**src/rtl/adc_cap_pkg.sv**
```systemverilog
// Shared constants for the ADC capture packer: default widths and FSM state encoding.
package adc_cap_pkg;

  localparam int SMP_W_DEF   = 14;
  localparam int PACK_N_DEF  = 4;
  localparam int LEN_W_DEF   = 16;
  localparam int FIFO_AW_DEF = 3;
  localparam int WORD_W_DEF  = SMP_W_DEF * PACK_N_DEF;

  localparam logic [1:0] ST_IDLE  = 2'd0;
  localparam logic [1:0] ST_ARMED = 2'd1;
  localparam logic [1:0] ST_CAPT  = 2'd2;
  localparam logic [1:0] ST_DRAIN = 2'd3;

endpackage

```
**src/rtl/cap_word_fifo.sv**
```systemverilog
// Single-clock show-ahead FIFO for packed capture words; rd_data is the head entry whenever !empty.
module cap_word_fifo #(
  parameter int DW = 57,
  parameter int AW = 3
) (
  input  logic          clk,
  input  logic          rst,
  input  logic          flush,
  input  logic          wr_en,
  input  logic [DW-1:0] wr_data,
  input  logic          rd_en,
  output logic [DW-1:0] rd_data,
  output logic          full,
  output logic          empty
);

  logic [DW-1:0] mem [2**AW];
  logic [AW:0]   wr_ptr;
  logic [AW:0]   rd_ptr;
  logic          rd_go;
  logic          wr_go;

  assign empty = (wr_ptr == rd_ptr);
  assign full  = (wr_ptr[AW] != rd_ptr[AW]) && (wr_ptr[AW-1:0] == rd_ptr[AW-1:0]);
  assign rd_go = rd_en && !empty;
  // A read in the same cycle frees the slot, so a write into a full FIFO still lands.
  assign wr_go = wr_en && (!full || rd_go);

  always_ff @(posedge clk) begin
    if (rst || flush) begin
      wr_ptr <= '0;
      rd_ptr <= '0;
    end else begin
      if (wr_go) wr_ptr <= wr_ptr + 1'b1;
      if (rd_go) rd_ptr <= rd_ptr + 1'b1;
    end
  end

  always_ff @(posedge clk) begin
    if (wr_go) mem[wr_ptr[AW-1:0]] <= wr_data;
  end

  assign rd_data = mem[rd_ptr[AW-1:0]];

endmodule

```
**src/rtl/adc_cap_packer.sv**
```systemverilog
// Triggered ADC capture: packs PACK_N samples per word over cap_len words and queues them for the DMA side.
module adc_cap_packer
  import adc_cap_pkg::*;
#(
  parameter int SMP_W   = SMP_W_DEF,
  parameter int PACK_N  = PACK_N_DEF,
  parameter int LEN_W   = LEN_W_DEF,
  parameter int FIFO_AW = FIFO_AW_DEF
) (
  input  logic                    clk125,
  input  logic                    rst,
  input  logic                    cap_arm,
  input  logic                    cap_trig,
  input  logic                    cap_abort,
  input  logic                    cap_mode,
  input  logic [LEN_W-1:0]        cap_len,
  input  logic [SMP_W-1:0]        smp_data,
  input  logic                    smp_vld,
  input  logic                    smp_of,
  output logic [SMP_W*PACK_N-1:0] m_data,
  output logic                    m_vld,
  input  logic                    m_rdy,
  output logic                    m_last,
  output logic                    cap_busy,
  output logic                    capr_rdy,
  output logic                    ovf_err,
  output logic                    of_flag
);

  localparam int WORD_W = SMP_W * PACK_N;
  localparam int IDX_W  = (PACK_N > 1) ? $clog2(PACK_N) : 1;

  logic [1:0]        state;
  logic [IDX_W-1:0]  pack_idx;
  logic [IDX_W-1:0]  base_idx;
  logic [WORD_W-1:0] pack_buf;
  logic [WORD_W-1:0] word_next;
  logic [WORD_W-1:0] word_reg;
  logic              word_pend;
  logic              pend_last;
  logic [LEN_W-1:0]  words_packed;
  logic [LEN_W-1:0]  len_lat;
  logic [LEN_W-1:0]  len_req;
  logic [LEN_W-1:0]  base_cnt;
  logic [LEN_W-1:0]  len_now;
  logic [LEN_W-1:0]  cnt_next;
  logic              cap_start;
  logic              cap_done;
  logic              smp_take;
  logic              word_full;
  logic              is_last;
  logic              fifo_full;
  logic              fifo_empty;
  logic              fifo_rd;
  logic [WORD_W:0]   fifo_dout;

  assign len_req   = (cap_len == '0) ? LEN_W'(1) : cap_len;
  assign cap_start = (state == ST_ARMED) && cap_trig && !cap_abort;
  assign cap_done  = (words_packed == len_lat);
  // The trigger-cycle sample opens word 0, so index and count restart from zero on that cycle.
  assign smp_take  = smp_vld && !cap_abort && (cap_start || ((state == ST_CAPT) && !cap_done));
  assign base_idx  = cap_start ? '0 : pack_idx;
  assign base_cnt  = cap_start ? '0 : words_packed;
  assign len_now   = cap_start ? len_req : len_lat;
  assign cnt_next  = base_cnt + LEN_W'(1);
  assign word_full = smp_take && (base_idx == IDX_W'(PACK_N - 1));
  assign is_last   = (cnt_next == len_now);

  always_comb begin
    word_next = cap_start ? '0 : pack_buf;
    for (int k = 0; k < PACK_N; k++) begin
      if (base_idx == IDX_W'(k)) word_next[k*SMP_W +: SMP_W] = smp_data;
    end
  end

  always_ff @(posedge clk125) begin
    if (rst) begin
      pack_idx     <= '0;
      words_packed <= '0;
      len_lat      <= '0;
      pack_buf     <= '0;
      word_reg     <= '0;
      word_pend    <= 1'b0;
      pend_last    <= 1'b0;
    end else if (cap_abort) begin
      pack_idx     <= '0;
      words_packed <= '0;
      word_pend    <= 1'b0;
      pend_last    <= 1'b0;
    end else begin
      word_pend <= word_full;
      if (cap_start) begin
        len_lat      <= len_req;
        pack_idx     <= '0;
        words_packed <= '0;
      end
      // Completed words are staged one cycle before the FIFO write; the counter advances even if dropped.
      if (word_full) begin
        word_reg     <= word_next;
        pend_last    <= is_last;
        pack_idx     <= '0;
        words_packed <= cnt_next;
      end else if (smp_take) begin
        pack_buf <= word_next;
        pack_idx <= base_idx + IDX_W'(1);
      end
    end
  end

  always_ff @(posedge clk125) begin
    if (rst) begin
      state   <= ST_IDLE;
      ovf_err <= 1'b0;
      of_flag <= 1'b0;
    end else if (cap_abort) begin
      state <= ST_IDLE;
    end else begin
      case (state)
        ST_IDLE: begin
          if (cap_arm) begin
            state   <= ST_ARMED;
            ovf_err <= 1'b0;
            of_flag <= 1'b0;
          end
        end
        ST_ARMED: if (cap_trig) state <= ST_CAPT;
        ST_CAPT:  if (word_pend && pend_last) state <= ST_DRAIN;
        default:  if (fifo_empty) state <= cap_mode ? ST_ARMED : ST_IDLE;
      endcase
      if (word_pend && fifo_full && !fifo_rd) ovf_err <= 1'b1;
      if (smp_vld && smp_of && ((state == ST_CAPT) || cap_start)) of_flag <= 1'b1;
    end
  end

  cap_word_fifo #(
    .DW (WORD_W + 1),
    .AW (FIFO_AW)
  ) u_fifo (
    .clk     (clk125),
    .rst     (rst),
    .flush   (cap_abort),
    .wr_en   (word_pend),
    .wr_data ({pend_last, word_reg}),
    .rd_en   (fifo_rd),
    .rd_data (fifo_dout),
    .full    (fifo_full),
    .empty   (fifo_empty)
  );

  assign m_vld    = !fifo_empty;
  assign fifo_rd  = m_vld && m_rdy;
  assign m_data   = m_vld ? fifo_dout[WORD_W-1:0] : '0;
  assign m_last   = m_vld && fifo_dout[WORD_W];
  assign cap_busy = (state != ST_IDLE);
  assign capr_rdy = (state == ST_DRAIN) && fifo_empty && !cap_abort;

endmodule

```
**config.mk**
```make
export PLATFORM = sky130hd
export DESIGN_NAME = adc_cap_packer
export DESIGN_NICKNAME = d
export VERILOG_FILES = /design/src/rtl/adc_cap_pkg.sv /design/src/rtl/cap_word_fifo.sv /design/src/rtl/adc_cap_packer.sv
export SDC_FILE = /design/constraint.sdc
export NUM_CORES = 1
export LEC_CHECK = 0
export BUFFER_PORTS_ARGS = -buffer_cell sky130_fd_sc_hd__buf_4
export CORE_UTILIZATION = 52
export DETAILED_ROUTE_END_ITERATION = 10
export GPL_TIMING_DRIVEN = 1
export HOLD_SLACK_MARGIN = 0.02
export MAX_ROUTING_LAYER = met4
export PLACE_DENSITY_LB_ADDON = 0.25
export SYNTH_ARGS = -nofsm -noshare
export SYNTH_HDL_FRONTEND = slang
export SYNTH_HIERARCHICAL = 1
export SYNTH_SLANG_ARGS = --single-unit
```
**constraint.sdc**
```tcl
create_clock -name clk125 -period 24.6 [get_ports clk125]
set_input_delay 6.15 -clock clk125 [delete_from_list [all_inputs] [get_ports clk125]]
set_output_delay 6.15 -clock clk125 [all_outputs]
set_load 0.01 [all_outputs]
```
==> After elaboration in Yosys (flattened, before gate mapping) <==
Memories as Yosys holds them, arrays and structs flattened. A register that Yosys moved wholly into a read port is not among the register bits.
Cells that the tools add are included.
{ "word_totals": {"regBits": 160, "ramBits": 456, "inputBits": 39, "output_inout_bits": 62, "elab_cells": 102, "n_memories": 1} }
{ "op_classes": {"n_addsub": 4, "eq_ne": 14, "muxes": 26, "bitwise_logic": 2, "reduce_logical": 43} }
{ "mem_list": {"columns": ["name", "depth", "word_bits", "read_ports", "rd_clocked_by_memory_dff", "write_ports", "line", "source"], "rows": [
  ["u_fifo.mem", 8, 57, 1, 1, 1, "cap_word_fifo.sv:17", "logic [DW-1:0] mem [2**AW];"]
]} }
{ "ops": {"columns": ["operator", "count"], "rows": [
  ["$mux 56", 2],
  ["$mux 16", 4],
  ["$mux 14", 4],
  ["$eq 16x16->1", 2],
  ["$logic_and 1x1->1", 18],
  ["$add 16x1->16 const B", 1],
  ["$logic_not 16->1", 1],
  ["$mux 2", 6],
  ["$reduce_bool 2->1", 5],
  ["$reduce_and 3->1", 3],
  ["$add 4x1->4 const B", 2],
  ["$eq 2x2->1 const B", 4],
  ["$mux 1", 7],
  ["$mux 3", 2],
  ["$ne 2x2->1 const B", 3],
  ["$pmux 2 s3", 1],
  ["$logic_not 1->1", 5],
  ["$eq 2x1->1 const B", 2],
  ["$eq 4x4->1", 1],
  ["$logic_not 2->1", 2],
  ["$logic_or 1x1->1", 4],
  ["$reduce_and 4->1", 1],
  ["$reduce_bool 4->1", 1],
  ["$eq 3x3->1", 1],
  ["other kinds (6)", 7]
]} }

==> Longest topological paths before layout <==
Gate-level depths: netlist of run 1.
{ "depth": {"depth_word": 8, "ltp_mapped": 14, "mapped_depth_nobuf": 12} }

==> Modules after synthesis <==
The synthesis of run 1 kept the hierarchy.
{ "by_module_without_submodules": {"columns": ["mod", "n_inst", "cells_each", "area_per_inst_um2", "seq_area_each_um2"], "rows": [
  ["cap_word_fifo", 1, 734, 17720.7, 13913.3],
  ["adc_cap_packer", 1, 858, 7041.8, 2762.6]
]} }

==> Worst setup path before layout of run 1 <==
OpenSTA, ideal clock, no wires.
{ "synth_path": {"kind": "in2reg", "start": "input port m_rdy", "end": "memory u_fifo.mem[0][0] (enable)", "setup_time_ns": 0.613, "arrival_ns": 12.145, "required_time_ns": 23.987, "setup_slack_ns": 11.842, "path_stages": 3, "path_buffers": 0, "path_cell_list": "nor2b_1 -> o21ai_1 -> nor4_1"} }
{ "synth_between": {"elab_chain_cells": 6} }
{ "synth_rtl": {"columns": ["element", "line", "source"], "rows": [
  ["start, declared", "adc_cap_packer.sv:22", "input logic m_rdy,"],
  ["$logic_and 1x1->1", "adc_cap_packer.sv:151", "assign fifo_rd = m_vld && m_rdy;"],
  ["$logic_and 1x1->1", "cap_word_fifo.sv:25", "assign rd_go = rd_en && !empty;"],
  ["$logic_or 1x1->1", "cap_word_fifo.sv:27", "assign wr_go = wr_en && (!full || rd_go);"],
  ["$logic_and 1x1->1", "cap_word_fifo.sv:27", null],
  ["$mux 1", "cap_word_fifo.sv:40", "if (wr_go) mem[wr_ptr[AW-1:0]] <= wr_data;"],
  ["$mux 1 (not written as such)", "cap_word_fifo.sv:40", null],
  ["end, declared", "cap_word_fifo.sv:17", null]
]} }
Every way passes these cells.

==> Worst setup path after layout of run 1 <==
{ "layout_path": {"start": "input port cap_abort", "end": "output port capr_rdy"} }
{ "layout_between": {"elab_chain_cells": 2} }
{ "layout_rtl": {"columns": ["element", "line", "source"], "rows": [
  ["start, declared", "adc_cap_packer.sv:14", "input logic cap_abort,"],
  ["$logic_not 1->1", "adc_cap_packer.sv:155", "assign capr_rdy = (state == ST_DRAIN) && fifo_empty && !cap_abort;"],
  ["$logic_and 1x1->1", "adc_cap_packer.sv:155", null],
  ["end, declared", "adc_cap_packer.sv:25", "output logic capr_rdy,"]
]} }
Every way passes these cells.

==> results.ini, run 1 <==
[clock_tree]
clock-root-buffer = clkbuf_16
cts_resized = 0
cts_num_sinks = 605
cts_tree = built
htree_levels = 2
hold_buffers = 0
clk_latency_ns = 0.60
postCtsSetupBuffers = 0
cts.path.max_buffers = 3
clk_pin_slew_ns = 0.06
cts_buffers = 58

[setup_path]
cp-end-kind = output pin
critical_path_required_ns = 18.45
r2r_cells = 7
cp-start-kind = input port
arrival_ns = 6.60
critPathKind = in2out
path_max_fanout = 20

[timing]
hold_violations = 0
rsz0062_at_grt = false
tightestPinTransition_ns = 1.124
setup_violations = 0
finalClockSkew_ns = 0.01694
final.min_clock_period_ns = 12.75
min_period_over_period_pct = 51.82
tns_ns = 0
fmax_mhz = 78.44
whs_ns = 0.4695
relSlewSlack_pct = 25.06
drv_slew = 0

[cells_and_area]
final_common_cell = edfxtp_1
nets = 1715
finalNonFillerCells = 2323
fillers = 3489
multi_input_area_um2 = 7528
final_cell_mix = edfxtp_1, nor2_1, dfxtp_1
area_growth_pct = 12.45
largest_reg_flops = 456
regArea_um2 = 16680
drive_gt1_share_pct = 25.90

[floorplanning]
initial_core_util_pct = 52.96
core_region_area_um2 = 46750
dieArea_um2 = 48500
row_count = 79
fp.dieH_um = 220.2
die_x_um = 220.2
num_io_pins = 101

[power]
combPwrFrac_pct = 1.5
internal_power_uw = 1598
power_uw = 1983
p_seq_share_pct = 54.7
p_sw_uw = 385.2
leakage_uw = 0.009765
pwr-share-clk_pct = 43.8
p_sw_share_pct = 19.42
pwr_density_cell_nw_per_um2 = 71.22
vdd_drop_max_mv = 0.05044

[global_route]
grt_antenna_before_repair = 2
grt_overflow_total = 0
groute.usage.overall_pct = 22.64
grt_pass1_vias = 13950
grt_pass1_wl_um = 79880
grt_max_degree = 111

[yosys]
synth.avg_cell_area_um2 = 15.55
synth-edff-count = 456
synthArstFlopShare_pct = 0
synth_top_area_share_pct = 55.30
synth-seq-cells = 605
syn_inst = 1592
synth_cell_types = 68
yosysTopAreaCell = edfxtp_1
synth_warnings = 6
synth_ff_type = edfxtp_1
synthesis.nets = 1642
syn_area_um2 = 24760
synth_area_leaders = edfxtp_1, dfxtp_1, mux4_2
yosysSeqAreaShare_pct = 67.34

[placement]
io_buffers = 100
place_congestion = 0.8247
hpwl_um = 27970
dp_cells = 2212

[outcome]
violations = DRC
status = finished, violations left

[route]
wl_met3_um = 2442
routed_wl_um = 52080
wire_per_inst_um = 22.42
drc_errors = 15
wl_met2_um = 25500
drt_iter0_drc = 940
m1WireLength_um = 22920
first_pass_iters = 8
routed_via_density = 5.867
postRouteAntennaNets = 0
top_layer_used = met4
num_vias = 13630

[flow_run]
maxCapViolations = 0

[worst_hold_path]
hold_path_class = reg2reg
min_path_cells = 2

[cells in the mapped netlist, drive strengths merged, types with 2 or more instances]
library cell,count
or3b,2
buf,51
a21boi,3
nor2b,60
nand2b,3
and3,3
mux2,58
and2,4
o311ai,2
nor3b,4
nor4,6
nor3,11
clkbuf,58
a31o,3
nand4,15
mux4,114
a211oi,89
and4,3
a21oi,75
a31oi,2
nand3b,5
nand3,12
a22oi,2
or4,4
inv,15
o21ai,12
nand4b,2
or2,3
o41ai,2
ha,11
xor2,10
or3,10
o211ai,4
nor2,172
xnor2,25
a32oi,2
nand2,95
dfxtp,149
edfxtp,456
mux2i,22
a211o,2
[cells by family after synthesis]
| logic type | share of synthesized area, % |
|---|---|
| DFF | 67.34 |
| and+or+nand+nor | 7.999 |
| AOI/OAI and AO/OA | 6.387 |
| muxes | 13.90 |
| buffers and inverters | 2.552 |
| xor gates and xnor gates | 1.268 |
| adders and majority gates | 0.5558 |
[layout make-up]
class                           count  share of cell area, %
Sequential cell                   605                  59.92
Timing Repair Buffer              122                  3.334
Clock inverter                     19                 0.5302
Multi-Input combinational cell    863                  27.04
Inverter                           15                 0.2022
Tap cell                          607                  2.727
Clock buffer                       90                  6.232
Antenna cell                        2                0.01797
[critical path: stages]
cell and delay, ns:
buf_4 0.18, nor2_1 0.14, buf_4 0.13
[metal layers]
metal | track usage (%) | vias to the layer above
met2 | 36.27 | 312
met1 | 30.11 | 6993
met5 | - | -
met3 | 3.368 | 81
li1 | - | 6243
met4 | 6.828 | 0
[per-stage QoR]
stage	area, um2	setup slack (ns)	utilization (%)
final	27850	11.85	59.56
after global routing	27850	11.83	59.56
after CTS	27840	11.85	59.55
after detailed placement	25960	11.86	55.52
after global placement	25960	11.85	55.52
after floorplan	24760	11.84	-
[power groups by stage]
stage | combinational (uW) | sequential (uW) | clock, uW
detailed placement | 29.5 | 1110 | 0
floorplan | 15.8 | 1110 | 0
CTS | 29.7 | 1080 | 885
global route | 31.7 | 1080 | 920
finish | 29.7 | 1080 | 869
global placement | 29.0 | 1110 | 0
[path summary, 6_finish.rpt]
kind	from	to	slack (ns)
worst max-delay path	cap_abort	capr_rdy	11.85
worst min-delay path	len_lat[5]	len_lat[5]	0.47
worst min register to register	len_lat[5]	len_lat[5]	0.47
worst max register to register	u_fifo/wr_ptr[2]	u_fifo/mem[0][30]	21.06
(Power assumes the default switching activity.)
==> run 2: changes to the inputs <==
--- a/config.mk
+++ b/config.mk
@@ -5,6 +5,7 @@
 export SDC_FILE = /design/constraint.sdc
 export NUM_CORES = 1
 export LEC_CHECK = 0
+export ABC_AREA = 1
 export BUFFER_PORTS_ARGS = -buffer_cell sky130_fd_sc_hd__buf_4
 export CORE_UTILIZATION = 52
 export DETAILED_ROUTE_END_ITERATION = 10
==> constraint.sdc (replaced) <==
create_clock -name clk125 -period 11.4 [get_ports clk125]
set_input_delay 2.85 -clock clk125 [delete_from_list [all_inputs] [get_ports clk125]]
set_output_delay 2.85 -clock clk125 [all_outputs]
set_load 0.01 [all_outputs]
==> results.ini, run 2 <==
[setup_path]
critical_path_required_ns = 8.55  ; was 18.45 ns
arrival_ns = 3.36  ; was 6.60 ns
path_max_fanout = 98  ; was 20
cp-start-kind = register  ; was input port
cp_cell_sequence = inv_6 > buf_4 > nor2_1 > o32ai_1 > nand2_1 > nand2_1 > inv_1 > nor2_1 > buf_4  ; was buf_4 > nor2_1 > buf_4
worst-path-buf-inv = 4  ; was 2
cp-end-kind = output pin  ; unchanged
critPathTopFamily = buffers and inverters  ; unchanged
critPathKind = reg2out  ; was in2out
slowest_stage = buf_4  ; unchanged
cp_slowest_stage_delay_ns = 0.88  ; was 0.18 ns

[cells_and_area]
final_cell_mix = nor2_1, edfxtp_1, nand2_1  ; was edfxtp_1, nor2_1, dfxtp_1
final_common_cell = nor2_1  ; was edfxtp_1
drive_gt1_share_pct = 10.29  ; was 25.90%
nets = 2536  ; was 1715
area_growth_pct = 12.13  ; was 12.45%
final_area_um2 = 28400  ; was 27850 um2
largest_reg_flops = 456  ; unchanged

[clock_tree]
cts_buffers = 58  ; unchanged
hold_buffers = 0  ; unchanged
cts_resized = 0  ; unchanged
cts_tree = built  ; unchanged
clk_pin_slew_ns = 0.06  ; about the same
clock-root-buffer = clkbuf_16  ; unchanged
clk_latency_ns = 0.61  ; was 0.60 ns
htree_levels = 2  ; unchanged
postCtsSetupBuffers = 0  ; unchanged
cts.path.max_buffers = 3  ; unchanged
cts_num_sinks = 605  ; unchanged

[route]
routed_wl_um = 59980  ; was 52080 um
wire_per_inst_um = 19.01  ; was 22.42 um
drt_iter0_drc = 1766  ; was 940
drc_errors = 0  ; was 15
routed_via_density = 5.681  ; was 5.867
postRouteAntennaNets = 0  ; unchanged
first_pass_iters = 5  ; was 8
num_vias = 17920  ; was 13630

[floorplanning]
num_io_pins = 101  ; unchanged
die_x_um = 222.7  ; was 220.2 um
fp.dieH_um = 222.7  ; was 220.2 um
initial_core_util_pct = 52.94  ; was 52.96%
core_region_area_um2 = 47850  ; was 46750 um2
row_count = 80  ; was 79
dieArea_um2 = 49600  ; was 48500 um2

[timing]
whs_ns = 0.4650  ; was 0.4695 ns
rsz0062_at_grt = false  ; unchanged
setup_violations = 0  ; unchanged
finalClockSkew_ns = 0.01416  ; was 0.01694 ns
drv_slew = 0  ; unchanged
min_period_over_period_pct = 54.44
relSlewSlack_pct = 27.65  ; was 25.06%
fmax_mhz = 161.1
final.min_clock_period_ns = 6.207
tightestPinTransition_ns = 1.085  ; was 1.124 ns
tns_ns = 0  ; unchanged
hold_violations = 0  ; unchanged

[yosys]
synth_warnings = 6  ; unchanged
yosys.cell_count.top_type = nor2_1  ; was edfxtp_1
synth_commonest_cells = nor2_1, edfxtp_1, nand2_1  ; was edfxtp_1, nor2_1, dfxtp_1
synth_ff_type = edfxtp_1  ; unchanged
synth-edff-count = 456  ; unchanged
synth-seq-cells = 605  ; unchanged
syn_area_um2 = 25330  ; was 24760 um2
synthArstFlopShare_pct = 0  ; unchanged
synth_cell_types = 38  ; was 68
synth.avg_cell_area_um2 = 10.33  ; was 15.55 um2
yosysTopAreaCell = edfxtp_1  ; unchanged
synthesis.nets = 2501  ; was 1642
syn_inst = 2451  ; was 1592
synth_area_leaders = edfxtp_1, dfxtp_1, nor2_1  ; was edfxtp_1, dfxtp_1, mux4_2
synth_top_area_share_pct = 54.06  ; was 55.30%
yosysSeqAreaShare_pct = 65.84  ; was 67.34%

[flow_run]
maxCapViolations = 0  ; unchanged

[global_route]
grt_overflow_total = 0  ; unchanged
groute.usage.overall_pct = 25.00  ; was 22.64%
grt_pass1_vias = 17220  ; was 13950
grt_max_degree = 109  ; was 111
grt_antenna_before_repair = 4  ; was 2
grt_pass1_wl_um = 93960  ; was 79880 um

[placement]
placed_area_um2 = 26380  ; was 25960 um2
hpwl_um = 33250  ; was 27970 um
io_buffers = 100  ; unchanged
place_congestion = 0.9125  ; was 0.8247

[power]
power_uw = 4386  ; was 1983 uW
pwr_density_cell_nw_per_um2 = 154.4  ; was 71.22 nW/um2
vdd_drop_max_mv = 0.1147  ; was 0.05044 mV
leakage_uw = 0.01166  ; was 0.009765 uW

[worst_hold_path]
hold_path_class = reg2reg  ; unchanged

[outcome]
status = completed  ; was finished, violations left

[run 2: report_power, final]
part           switching [uW]  internal (uW)  total, uW
sequential               1.44           2340       2340
combinational            36.9           19.2       56.0
clock                     815           1180       1990
total                     853           3530       4390
[run 2: routing by layer]
layer	up-vias	part of all wire, %	GRT usage, %
li1	8538	-	-
met2	570	47	39.33
met3	112	6.3	3.478
met1	8702	43	33.15
met4	0	3.3	9.366
met5	-	0	-
[run 2: area by class of cell]
cell class	instances	area, um2
clock inverter	25	267.8
fill	3899	19440
tap	615	769.5
multi-input combinational	1557	7463
antenna	4	10.01
inverter	140	531.8
timing repair buffer	124	930.9
sequential	605	16680
clock buffer	85	1743
[run 2: per-stage QoR]
stage | std cells | worst slack, ns | util (%)
3_5_place_dp | 3041 | 5.241 | 55.14
5_1_grt | 3155 | 4.852 | 59.36
2_1_floorplan | 2451 | 5.191 | -
3_3_place_gp | 3041 | 5.313 | 55.14
6_report | 3155 | 5.193 | 59.36
4_1_cts | 3151 | 5.176 | 59.34
[run 2: kinds of logic (layout without fill, tap and decap cells)]
logic type / after synthesis / in the layout / synth area share (%)
other cells: 0 / 4 / 0
simple gates: 1088 / 1088 / 17.45
compound gates: 434 / 434 / 10.34
mux: 3 / 3 / 0.1186
fa+ha+maj: 11 / 11 / 0.5434
flops: 605 / 605 / 65.84
xor+xnor: 21 / 21 / 0.7805
buf+inv: 289 / 374 / 4.925
[run 2: path summary, 6_finish.rpt]
check                        start                 to  slack [ns]  depth (start not counted)
setup reg to reg  u_fifo/rd_ptr[3]  u_fifo/mem[6][22]        7.39                         12
setup / recovery          register         m_data[49]        5.19                          9
hold reg to reg       pack_buf[16]       pack_buf[16]        0.47                          2
hold / removal        pack_buf[16]       pack_buf[16]        0.47                          2
[run 2: worst register-to-register path, stage by stage (launching register included)]
cell and delay (ns):
dfxtp_1 0.37, xor2_1 0.22, inv_1 0.08, nand3_1 0.17
inv_2 0.30, inv_1 0.17, nand2_1 0.10, inv_1 0.12
inv_1 0.06, nand4_2 0.17, nand3_1 0.34, nor2_4 0.82
buf_4 0.68
